**config.mk**
```make
export PLATFORM = sky130hd
export DESIGN_NAME = serial_addsub_flat
export DESIGN_NICKNAME = d
export VERILOG_FILES = /design/src/rtl/ssem_pkg.sv /design/src/rtl/serial_addsub_if.sv /design/src/rtl/serial_addsub_fa.sv /design/src/rtl/serial_addsub.sv /design/src/flat_wrapper.sv
export SDC_FILE = /design/constraint.sdc
export NUM_CORES = 1
export LEC_CHECK = 0
export CORE_MARGIN = 1.5
export CORE_UTILIZATION = 40
export CTS_CLUSTER_SIZE = 25
export DETAILED_ROUTE_END_ITERATION = 10
export PLACE_DENSITY = 0.8
export SYNTH_ARGS = -nofsm -noshare
export SYNTH_HDL_FRONTEND = slang
export SYNTH_SLANG_ARGS = --single-unit
```
**constraint.sdc**
```tcl
create_clock -name clk -period 1.5 [get_ports clk]
set_input_delay 0.3 -clock clk [delete_from_list [all_inputs] [get_ports clk]]
set_output_delay 0.3 -clock clk [all_outputs]
set_load 0.02 [all_outputs]
```
**src/rtl/ssem_pkg.sv**
```systemverilog
// Shared SSEM datapath types: arithmetic modes, serial FSM states, word width.
package ssem_pkg;

  localparam int unsigned SSEM_WORD = 32;

  typedef enum logic [1:0] {
    MODE_ADD  = 2'd0,
    MODE_SUB  = 2'd1,
    MODE_NEG  = 2'd2,
    MODE_RSVD = 2'd3
  } mode_t;

  typedef enum logic [1:0] {
    ST_IDLE = 2'd0,
    ST_RUN  = 2'd1,
    ST_DONE = 2'd2
  } state_t;

  // SUB and NEG both add the inverted B operand with a carry-in of one.
  function automatic logic mode_inverts_b(mode_t m);
    return (m == MODE_SUB) || (m == MODE_NEG);
  endfunction

endpackage

```
**src/rtl/serial_addsub_if.sv**
```systemverilog
// Request/result bundle between a controller and the bit-serial adder.
interface serial_addsub_if #(
  parameter int unsigned WIDTH = ssem_pkg::SSEM_WORD
);

  logic             start;
  logic [1:0]       mode;
  logic [WIDTH-1:0] a;
  logic [WIDTH-1:0] b;
  logic             busy;
  logic             sum_bit;
  logic             sum_valid;
  logic             done;
  logic [WIDTH-1:0] result;
  logic             carry_out;
  logic             overflow;

  modport master (
    output start, mode, a, b,
    input  busy, sum_bit, sum_valid, done, result, carry_out, overflow
  );

  modport slave (
    input  start, mode, a, b,
    output busy, sum_bit, sum_valid, done, result, carry_out, overflow
  );

endinterface

```
**src/rtl/serial_addsub_fa.sv**
```systemverilog
// Single-bit full-adder slice shared by every bit position of the serial adder.
module full_adder_bit (
  input  logic a,
  input  logic b,
  input  logic cin,
  output logic sum,
  output logic cout
);

  // Plain sum/majority-carry equations.
  always_comb begin
    sum  = a ^ b ^ cin;
    cout = (a & b) | (a & cin) | (b & cin);
  end

endmodule

```
**src/rtl/serial_addsub.sv**
```systemverilog
// Bit-serial LSB-first adder/subtractor: one full-adder slice plus a carry flop,
// one bit per clock, WIDTH run cycles followed by a one-cycle done.
module serial_addsub
  import ssem_pkg::*;
#(
  parameter int unsigned WIDTH = SSEM_WORD
) (
  input logic             clk,
  input logic             rst_n,
  serial_addsub_if.slave  bus
);

  localparam int unsigned CNT_W = (WIDTH > 1) ? $clog2(WIDTH) : 1;

  state_t             state;
  logic [WIDTH-1:0]   op_a;
  logic [WIDTH-1:0]   op_b;
  logic [WIDTH-1:0]   result;
  logic [CNT_W-1:0]   cnt;
  logic               carry;
  logic               busy;
  logic               done;
  logic               carry_out;
  logic               overflow;
  logic               fa_sum;
  logic               fa_cout;
  mode_t              req_mode;

  assign req_mode = mode_t'(bus.mode);

  full_adder_bit u_fa (
    .a    (op_a[0]),
    .b    (op_b[0]),
    .cin  (carry),
    .sum  (fa_sum),
    .cout (fa_cout)
  );

  // Control FSM, operand shifters, bit counter and result/flag registers.
  always_ff @(posedge clk) begin
    if (!rst_n) begin
      state     <= ST_IDLE;
      op_a      <= '0;
      op_b      <= '0;
      result    <= '0;
      cnt       <= '0;
      carry     <= 1'b0;
      busy      <= 1'b0;
      done      <= 1'b0;
      carry_out <= 1'b0;
      overflow  <= 1'b0;
    end else begin
      done <= 1'b0;
      case (state)
        ST_IDLE, ST_DONE: begin
          if (bus.start) begin
            // Mode only shapes the loaded operands, so later mode changes are inert.
            op_a  <= (req_mode == MODE_NEG) ? '0 : bus.a;
            op_b  <= mode_inverts_b(req_mode) ? ~bus.b : bus.b;
            carry <= mode_inverts_b(req_mode);
            cnt   <= '0;
            busy  <= 1'b1;
            state <= ST_RUN;
          end else begin
            state <= ST_IDLE;
          end
        end
        ST_RUN: begin
          op_a   <= op_a >> 1;
          op_b   <= op_b >> 1;
          carry  <= fa_cout;
          result <= {fa_sum, result[WIDTH-1:1]};
          cnt    <= cnt + CNT_W'(1);
          if (cnt == CNT_W'(WIDTH - 1)) begin
            // Carry flop still holds the carry into the MSB on this cycle.
            carry_out <= fa_cout;
            overflow  <= carry ^ fa_cout;
            busy      <= 1'b0;
            done      <= 1'b1;
            state     <= ST_DONE;
          end
        end
        default: begin
          busy  <= 1'b0;
          state <= ST_IDLE;
        end
      endcase
    end
  end

  // Serial stream is taken straight off the adder slice while running.
  assign bus.sum_bit   = busy & fa_sum;
  assign bus.sum_valid = busy;
  assign bus.busy      = busy;
  assign bus.done      = done;
  assign bus.result    = result;
  assign bus.carry_out = carry_out;
  assign bus.overflow  = overflow;

endmodule
```
**src/flat_wrapper.sv**
```systemverilog
// flat-port wrapper written by rule: the top's interface ports become plain ports
module serial_addsub_flat import ssem_pkg::*;
#(
  parameter int unsigned WIDTH = SSEM_WORD
)
  (clk, rst_n, bus_start, bus_mode, bus_a, bus_b, bus_busy, bus_sum_bit, bus_sum_valid, bus_done, bus_result, bus_carry_out, bus_overflow);
  serial_addsub_if #(.WIDTH(WIDTH)) bus_i ();
  input logic clk;
  input logic rst_n;
  input wire logic [$bits(bus_i.start)-1:0] bus_start;
  input wire logic [$bits(bus_i.mode)-1:0] bus_mode;
  input wire logic [$bits(bus_i.a)-1:0] bus_a;
  input wire logic [$bits(bus_i.b)-1:0] bus_b;
  output wire logic [$bits(bus_i.busy)-1:0] bus_busy;
  output wire logic [$bits(bus_i.sum_bit)-1:0] bus_sum_bit;
  output wire logic [$bits(bus_i.sum_valid)-1:0] bus_sum_valid;
  output wire logic [$bits(bus_i.done)-1:0] bus_done;
  output wire logic [$bits(bus_i.result)-1:0] bus_result;
  output wire logic [$bits(bus_i.carry_out)-1:0] bus_carry_out;
  output wire logic [$bits(bus_i.overflow)-1:0] bus_overflow;
  assign bus_i.start = bus_start;
  assign bus_i.mode = bus_mode;
  assign bus_i.a = bus_a;
  assign bus_i.b = bus_b;
  assign bus_busy = bus_i.busy;
  assign bus_sum_bit = bus_i.sum_bit;
  assign bus_sum_valid = bus_i.sum_valid;
  assign bus_done = bus_i.done;
  assign bus_result = bus_i.result;
  assign bus_carry_out = bus_i.carry_out;
  assign bus_overflow = bus_i.overflow;
  serial_addsub #(.WIDTH(WIDTH)) u_core (.clk(clk), .rst_n(rst_n), .bus(bus_i));
endmodule
```
==> metrics.txt, run 1 <==
hold buffers post-CTS=0; Inst Count DP=784; Final setup viols=1; Clk Latency, worst-skew pair=0.34 ns; synth warn=0; # fillers=1,081; clock-pin slew on the worst setup and hold paths=0.07 ns; Power Total=6.42 mW; Clock power frac=0.350; Reg area=2170 um^2; Post-Syn Area=4870 um^2; Antenna Nets Post-Route=0; maximum number of pins on one net before global-route repair=77; DR DRC count=0; Synth async-reset ratio=0; synth cell count leaders=dfxtp_1 (108), a21oi_1 (101), nand2_1 (98); GR Util All Layers=0.170; largest family of logic cells by synthesized area=compound AO/OA/AOI/OAI gates; Slew headroom=0.469; CP max-delay cell=fa_1; buffers and inverters on the worst path=1; Core Box Area=12,000 um^2; critical path arrival=1.47 ns; Seq/Total Area, Yosys=0.444; PD cells=987 nW/um^2; vias in the first global route=3,942; post-synthesis xor/xnor area fraction=0.0594; CTS sink cnt=108; maximum VDD drop=0.476 mV; Main synth FF type=dfxtp_1; CP Max Fanout=2; Initial DRC Count=277; Multi-input gate area=2500 um^2; Tightest Pin Transition=0.797 ns; Num CTS Buffers=9; Port-buffer cells=106; Slew Limit Fails=0; Setup CP Type=reg2out; Synth Area per Inst=8.77 um^2; critical path's top delay family=adder cells; Startpoint Class=register; Post-synth EDFFs=0; ratio of cells with drive above 1 in the final layout=0.142; worst path required time=1.20 ns; Synth Instances=555; Inserted Diodes=0; # rows=40; pre-CTS setup slack=-0.618 ns; RSZ-0062 raised after global routing=yes; Simple-Gate Fraction of Synth Area=0.179; final setup margin=-0.265 ns; syn_nets=628; minimum clock period=1.77 ns; Die Span Y=113 um; Final Hold Vio Count=0; FF+latch count, synth=108; part of the power in combinational logic=0.164; area growth from synthesis to layout=33.7%; Synth Area in Compound Gates=0.182; die footprint=12,800 um^2; Final #Nets=724; maxcap violations=0; failing checks=setup timing; synth top area cells=dfxtp_1 (44%), a21oi_1 (10%), nand2_1 (7.6%); CTS Buffer Depth=2; Setup Skew=0.0106 ns; Max stage delay on crit path=0.55 ns; Adder-Cell Fraction of Synth Area=0.0118; starting density of the core=0.407; Worst Setup End Kind=primary output; via-per-instance ratio=5.18; Root Driver=clkbuf_16; power share of the sequential group=0.486; Finished Layout Cells=803; period utilization=1.18; Chip Width=113 um; Detailed Route WL=11,000 um; status=complete, but fails checks; Sw Share=0.256; most frequent cell after synthesis=dfxtp_1; Distinct cells, synth=36; crit-path cells=fa_1 -> and2_4 -> buf_6; Psw=1.64 mW; first-pass GRT wire length=18,000 um; Final Util=0.544; via count=4,160; fmax=0.566 GHz; P_int=4.78 mW; total grt overflow=0; initial antenna violation count=0; Pre-antenna DRT Iters=4; routed len/inst=13.7 um; P_leak=2.58 nW; mux contribution to synthesized area=0.0692; # H-tree levels=3; biggest area consumer among synthesized cells=dfxtp_1; post-synth top area share=0.444; I/O Pins=107; Hold/Removal Path Class=reg2reg; CTS tree=built; hpwl dp=7480 um; RD Place Congestion=0.764
layer usage:
metal	part of all wire	global-route usage	wire (um)	up-vias
li1	-	-	-	2122
met1	0.44	0.202	4860	1925
met2	0.50	0.303	5470	94
met3	0.038	0.0327	418	19
met4	0.023	0.0667	252	0
met5	0	0	0	-
per-stage QoR:
step	hold WS, ns	area [um^2]	setup TNS, ns
after global routing	0.490	6510	-0.333
after global placement	0.452	6130	-33.87
after CTS	0.467	6460	-0.274
after detailed placement	0.460	6130	-38.06
final	0.465	6510	-0.265
after floorplan	0.432	4870	-1.33
tightest hold or removal path, cell delays in order (launching register included):
cell and delay [ns]:
dfxtp_1 0.32, nand2_1 0.05, a21oi_1 0.05
path summary, 6_finish.rpt:
| path | from | end | slack (ns) | cells past startpoint |
|---|---|---|---|---|
| worst max-delay path | u_core.op_a[0] | bus_sum_bit | -0.27 | 3 |
| worst min-delay path | u_core.bus.result[16] | u_core.bus.result[15] | 0.47 | 2 |
| worst max register to register | u_core.cnt[1] | u_core.bus.carry_out | 0.05 | 6 |
| worst min register to register | u_core.bus.result[16] | u_core.bus.result[15] | 0.47 | 2 |
final cells by class:
| cell class | instances | share of cell area |
|---|---|---|
| inverter | 3 | 0.00173 |
| multi-input combinational | 393 | 0.384 |
| timing repair buffer | 136 | 0.209 |
| tap | 147 | 0.0283 |
| clock inverter | 6 | 0.00712 |
| sequential | 108 | 0.333 |
| clock buffer | 10 | 0.0367 |
cells by family after synthesis:
kind of cell,count (synthesis)
xor+xnor,33
fa+ha+maj,4
flops,108
mux,30
simple gates,185
buf+inv,54
compound gates,141
power groups by stage:
stage	Clock [mW]	Combinational, mW	Sequential, mW
after global routing	2.45	1.15	3.14
final	2.25	1.05	3.12
after global placement	0	0.956	3.17
after CTS	2.30	1.05	3.12
after detailed placement	0	0.991	3.18
after floorplan	0	0.603	3.16
state kept, by name (all words and copies together), names as in the netlist:
register and count:
u_core.cnt 5, u_core.carry 1, u_core.op_a 32, u_core.bus.result 32
u_core.bus.carry_out 1, u_core.bus.done 1, u_core.bus.busy 1, u_core.bus.overflow 1
u_core.op_b 32, u_core.state 2
cells in the final DEF, fill, tap and decap left out, types with 2 or more instances in the layout:
cell / n
dfxtp_1: 103
clkbuf_16: 9
nand3b_1: 2
nor3b_1: 29
a311oi_1: 2
xnor2_1: 2
nor2_1: 33
clkdlybuf4s50_1: 65
nand2b_1: 4
nor3_1: 2
and3_1: 2
mux2_2: 29
buf_12: 4
a21oi_1: 101
a221o_1: 31
dfxtp_2: 5
nand2b_4: 2
ha_4: 2
inv_6: 2
buf_6: 4
bufbuf_16: 2
inv_2: 3
dlygate4sd2_1: 38
clkinvlp_4: 2
nand3_1: 7
a32oi_1: 2
xor2_1: 31
nand2_1: 98
buf_4: 20
timing repair:
action,in CTS,in global routing
setup endpoints to repair,73,47
setup buffers,0,1
gates cloned,2,0
hold endpoints to repair,0,0
gates resized for setup,54,12
pin swaps,4,1
(Power assumes the default switching activity.)
==> run 2, diff against run 1 <==
--- a/config.mk
+++ b/config.mk
@@ -5,7 +5,7 @@
 export SDC_FILE = /design/constraint.sdc
 export NUM_CORES = 1
 export LEC_CHECK = 0
-export CORE_MARGIN = 1.5
+export CORE_MARGIN = 3
 export CORE_UTILIZATION = 40
 export CTS_CLUSTER_SIZE = 25
 export DETAILED_ROUTE_END_ITERATION = 10
==> metrics.txt, run 2 (same netlist as run 1, synthesis figures left out) <==
worst path required time=1.20 ns; Sw Share=0.253; maximum VDD drop=0.663 mV; CTS sink cnt=108; minimum clock period=1.79 ns; Final #Nets=722; Slew headroom=0.554; hold buffers post-CTS=0; critical path arrival=1.49 ns; ratio of cells with drive above 1 in the final layout=0.131; CTS tree=built; biggest regs=u_core.bus.result x32, u_core.op_a x32, u_core.op_b x32; Tightest Pin Transition=0.667 ns; I/O Pins=107; Port-buffer cells=106; clock-pin slew on the worst setup and hold paths=0.07 ns; PD cells=985 nW/um^2; Initial DRC Count=407; power share of the sequential group=0.488; Final Hold Vio Count=0; failing checks=setup timing; via count=4,199; die footprint=13,500 um^2; Psw=1.62 mW; CTS Buffer Depth=2; Die Span Y=116 um; hpwl dp=7710 um; CP Max Fanout=2; Root Driver=clkbuf_16; Worst Setup End Kind=primary output; Clk Latency, worst-skew pair=0.33 ns; Pre-antenna DRT Iters=4; P_int=4.77 mW; starting density of the core=0.417; Core Box Area=11,700 um^2; Setup CP Type=reg2out; P_leak=2.57 nW; first-pass GRT wire length=18,300 um; Antenna Nets Post-Route=0; GR Util All Layers=0.166; Setup Skew=0.00623 ns; vias in the first global route=3,888; # rows=39; RD Place Congestion=0.774; Final setup viols=1; commonest non-fill, non-tap cell in the layout=dfxtp_1; maximum number of pins on one net before global-route repair=77; Hold/Removal Path Class=reg2reg; Clock power frac=0.345; RSZ-0062 raised after global routing=yes; Num CTS Buffers=9; initial antenna violation count=0; commonest cells after routing, fill and taps aside=dfxtp_1 (106), a21oi_1 (101), nand2_1 (98), clkdlybuf4s50_1 (65), dlygate4sd2_1 (40); total grt overflow=0; period utilization=1.20; DR DRC count=0; status=complete, but fails checks; Detailed Route WL=11,700 um; via-per-instance ratio=5.27; part of the power in combinational logic=0.166; routed len/inst=14.6 um; # H-tree levels=3; maxcap violations=0; Final Util=0.556; Startpoint Class=register; Slew Limit Fails=0; fmax=0.557 GHz; area growth from synthesis to layout=33.3%; final setup margin=-0.294 ns; Inserted Diodes=0; Worst Hold Slack=0.466 ns; Chip Width=116 um
[run 2: cell count changes in the layout (fill, tap and decap cells not counted), sizes merged]
cell | previous run | this run
dlymetal6s2s | 1 | 0
inv | 5 | 3
clkinv | 2 | 3
clkdlybuf4s15 | 1 | 0
dlygate4sd2 | 38 | 40
clkbuf | 10 | 12
buf | 29 | 26
[run 2: final timing paths]
check                       start                   end  slack [ns]  cells past startpoint
max                  u_core.carry           bus_sum_bit       -0.29                      3
min          u_core.bus.result[0]  u_core.bus.result[0]        0.47                      2
max reg2reg       u_core.state[0]       u_core.op_b[20]        0.07                      5
min reg2reg  u_core.bus.result[0]  u_core.bus.result[0]        0.47                      2
[run 2: critical path, cell delays in order, from the launching register on]
cell and delay (ns):
dfxtp_2 0.33, fa_1 0.57, and2_4 0.16, buf_6 0.11
[run 2: routing by layer]
| metal | global-route usage | part of all wire | up-vias |
|---|---|---|---|
| met5 | 0 | 0 | - |
| met1 | 0.198 | 0.43 | 1976 |
| met3 | 0.0363 | 0.039 | 9 |
| li1 | - | - | 2112 |
| met4 | 0.0410 | 0.0098 | 0 |
| met2 | 0.303 | 0.52 | 102 |
[run 2: per-stage QoR]
stage / instances / instance area [um^2] / setup slack, ns / TNS, ns / power (mW)
floorplan: 555 / 4870 / -0.0482 / -1.33 / 3.76
finish: 797 / 6480 / -0.294 / -0.294 / 6.39
detailed placement: 776 / 6090 / -0.611 / -38.76 / 4.16
global route: 797 / 6480 / -0.361 / -0.361 / 6.70
global placement: 776 / 6090 / -0.496 / -33.38 / 4.12
CTS: 794 / 6410 / -0.325 / -0.325 / 6.43
[run 2: power groups by stage]
| stage | combinational [mW] | clock (mW) | sequential, mW |
|---|---|---|---|
| finish | 1.06 | 2.20 | 3.12 |
| global route | 1.16 | 2.40 | 3.14 |
| CTS | 1.03 | 2.28 | 3.12 |
| detailed placement | 0.978 | 0 | 3.18 |
| global placement | 0.948 | 0 | 3.17 |
| floorplan | 0.603 | 0 | 3.16 |
[run 2: repair_timing]
action / 4_1_cts / 5_1_grt
gates cloned: 2 / 1
setup endpoints to repair: 81 / 35
pin swaps: 4 / 0
resized for setup: 53 / 9
setup buffers: 0 / 2
[run 2: area by class of cell]
type | instances | area, um^2
Clock buffer | 11 | 243
Clock inverter | 5 | 37.5
Fill cell | 1030 | 5180
Inverter | 3 | 11.3
Multi-Input combinational cell | 393 | 2490
Sequential cell | 108 | 2160
Tap cell | 143 | 179
Timing Repair Buffer | 134 | 1360
==> run 3, diff against run 2 <==
--- a/config.mk
+++ b/config.mk
@@ -10,6 +10,7 @@
 export CTS_CLUSTER_SIZE = 25
 export DETAILED_ROUTE_END_ITERATION = 10
 export PLACE_DENSITY = 0.8
+export SKIP_LAST_GASP = 1
 export SYNTH_ARGS = -nofsm -noshare
 export SYNTH_HDL_FRONTEND = slang
 export SYNTH_SLANG_ARGS = --single-unit
==> metrics.txt, run 3 (same netlist as run 1, synthesis figures left out) <==
Worst Setup End Kind=primary output; first-pass GRT wire length=18,300 um; buffers and inverters on the worst path=1; Die Span Y=116 um; CTS sink cnt=108; pre-CTS setup slack=-0.611 ns; maximum number of pins on one net before global-route repair=77; Detailed Route WL=11,600 um; Worst Hold Slack=0.465 ns; Final Hold Vio Count=0; worst hold path depth=2; critical path arrival=1.50 ns; hpwl dp=7710 um; Initial DRC Count=422; minimum clock period=1.80 ns; Root Driver=clkbuf_16; Num CTS Buffers=9; critical path's top delay family=adder cells; Max stage delay on crit path=0.57 ns; CP Max Fanout=2; # H-tree levels=3; R2R Setup Slk=0.01 ns; maximum VDD drop=0.661 mV; power share of the sequential group=0.488; RD Place Congestion=0.774; total grt overflow=0; DR DRC count=0; biggest regs=u_core.bus.result x32, u_core.op_a x32, u_core.op_b x32; commonest cells after routing, fill and taps aside=dfxtp_1 (106), a21oi_1 (101), nand2_1 (98), clkdlybuf4s50_1 (65), dlygate4sd2_1 (40); part of the power in combinational logic=0.166; Pre-antenna DRT Iters=4; Slew headroom=0.550; crit-path cells=fa_1 -> and2_4 -> buf_6; Final #Nets=722; # fillers=1,031; Core Box Area=11,700 um^2; Clk Latency, worst-skew pair=0.33 ns; Chip Width=116 um; Slew Limit Fails=0; maxcap violations=0; Tightest Pin Transition=0.674 ns; GR Util All Layers=0.166; Clock power frac=0.346; Antenna Nets Post-Route=0; routed len/inst=14.6 um; area growth from synthesis to layout=33.1%; Sw Share=0.254; DP Area=6090 um^2; PD cells=986 nW/um^2; Startpoint Class=register; RSZ-0062 raised after global routing=yes; period utilization=1.20; worst r2r src=u_core.state[1]; # rows=39; status=complete, but fails checks; final setup margin=-0.296 ns; P_leak=2.57 nW; commonest non-fill, non-tap cell in the layout=dfxtp_1; Psw=1.62 mW; starting density of the core=0.417; fmax=0.557 GHz; I/O Pins=107; P_int=4.77 mW; Hold/Removal Path Class=reg2reg; via-per-instance ratio=5.25; Setup CP Type=reg2out; Final Util=0.555; Final setup viols=1; clock-pin slew on the worst setup and hold paths=0.07 ns; vias in the first global route=3,888; Port-buffer cells=106; hold_sp=u_core.bus.result[0]; CP max-delay cell=fa_1; worst r2r path cells=5; Final Instance Area=6480 um^2; Inserted Diodes=0; CTS tree=built; ratio of cells with drive above 1 in the final layout=0.131; Hold Path End=u_core.bus.result[0]; Reg-to-Reg End=u_core.op_b[20]; failing checks=setup timing; via count=4,185; die footprint=13,500 um^2; Setup Skew=0.00567 ns; CTS Buffer Depth=2; initial antenna violation count=0; worst path required time=1.20 ns
[run 3: cell counts in the layout (fill, tap and decap cells not counted)]
Identical to the previous run, type by type.
[run 3: through the flow]
step / total power [mW] / cells / setup TNS, ns
after floorplan: 3.76 / 555 / -1.33
after CTS: 6.43 / 794 / -0.325
final: 6.39 / 797 / -0.296
after global routing: 6.69 / 797 / -0.697
after global placement: 4.12 / 776 / -33.38
after detailed placement: 4.16 / 776 / -38.76
[run 3: timing repair]
| action | CTS | global route |
|---|---|---|
| setup buffers | 0 | 2 |
| pin swaps | 4 | 0 |
| setup endpoints to repair | 81 | 35 |
| cloned | 2 | 1 |
| gates resized for setup | 53 | 7 |
| hold buffers | 0 | 0 |
| hold endpoints to repair | 0 | 0 |
[run 3: power groups by stage]
stage               logic (mW)  clock network [mW]  registers, mW
finish                    1.06                2.21           3.12
global placement         0.948                   0           3.17
detailed placement       0.978                   0           3.18
CTS                       1.03                2.28           3.12
global route              1.16                2.40           3.14
floorplan                0.603                   0           3.16
[run 3: worst max path at each step]
stage	from	to	slack [ns]	cells after the start
global route	u_core.carry	bus_sum_bit	-0.36	3
floorplan	bus_mode[0]	u_core.op_b[10]	-0.05	7
CTS	u_core.carry	bus_sum_bit	-0.32	3
finish	u_core.carry	bus_sum_bit	-0.30	3
global placement	rst_n	u_core.op_b[24]	-0.50	4
detailed placement	rst_n	u_core.op_b[7]	-0.61	4
[run 3: final cells by class]
class	instances	area, um^2	area share
Sequential cell	108	2160	0.334
Multi-Input combinational cell	393	2480	0.383
Timing Repair Buffer	134	1360	0.210
Clock buffer	11	243	0.0375
Tap cell	143	179	0.0276
Clock inverter	5	37.5	0.00580
Inverter	3	11.3	0.00174
[run 3: routing by layer]
metal	up-vias	track usage	wire, um
met4	0	0.0410	102
li1	2109	-	-
met1	1966	0.198	5050
met3	9	0.0363	466
met5	-	0	0
met2	101	0.303	6010
[run 3: worst reg2reg max path, delay by kind of cell, from the launching register on]
kind / cells / cell delay, ns
DFF: 1 / 0.33
buffers and inverters: 2 / 0.33
and+or+nand+nor: 2 / 0.41
AOI/OAI and AO/OA: 1 / 0.31
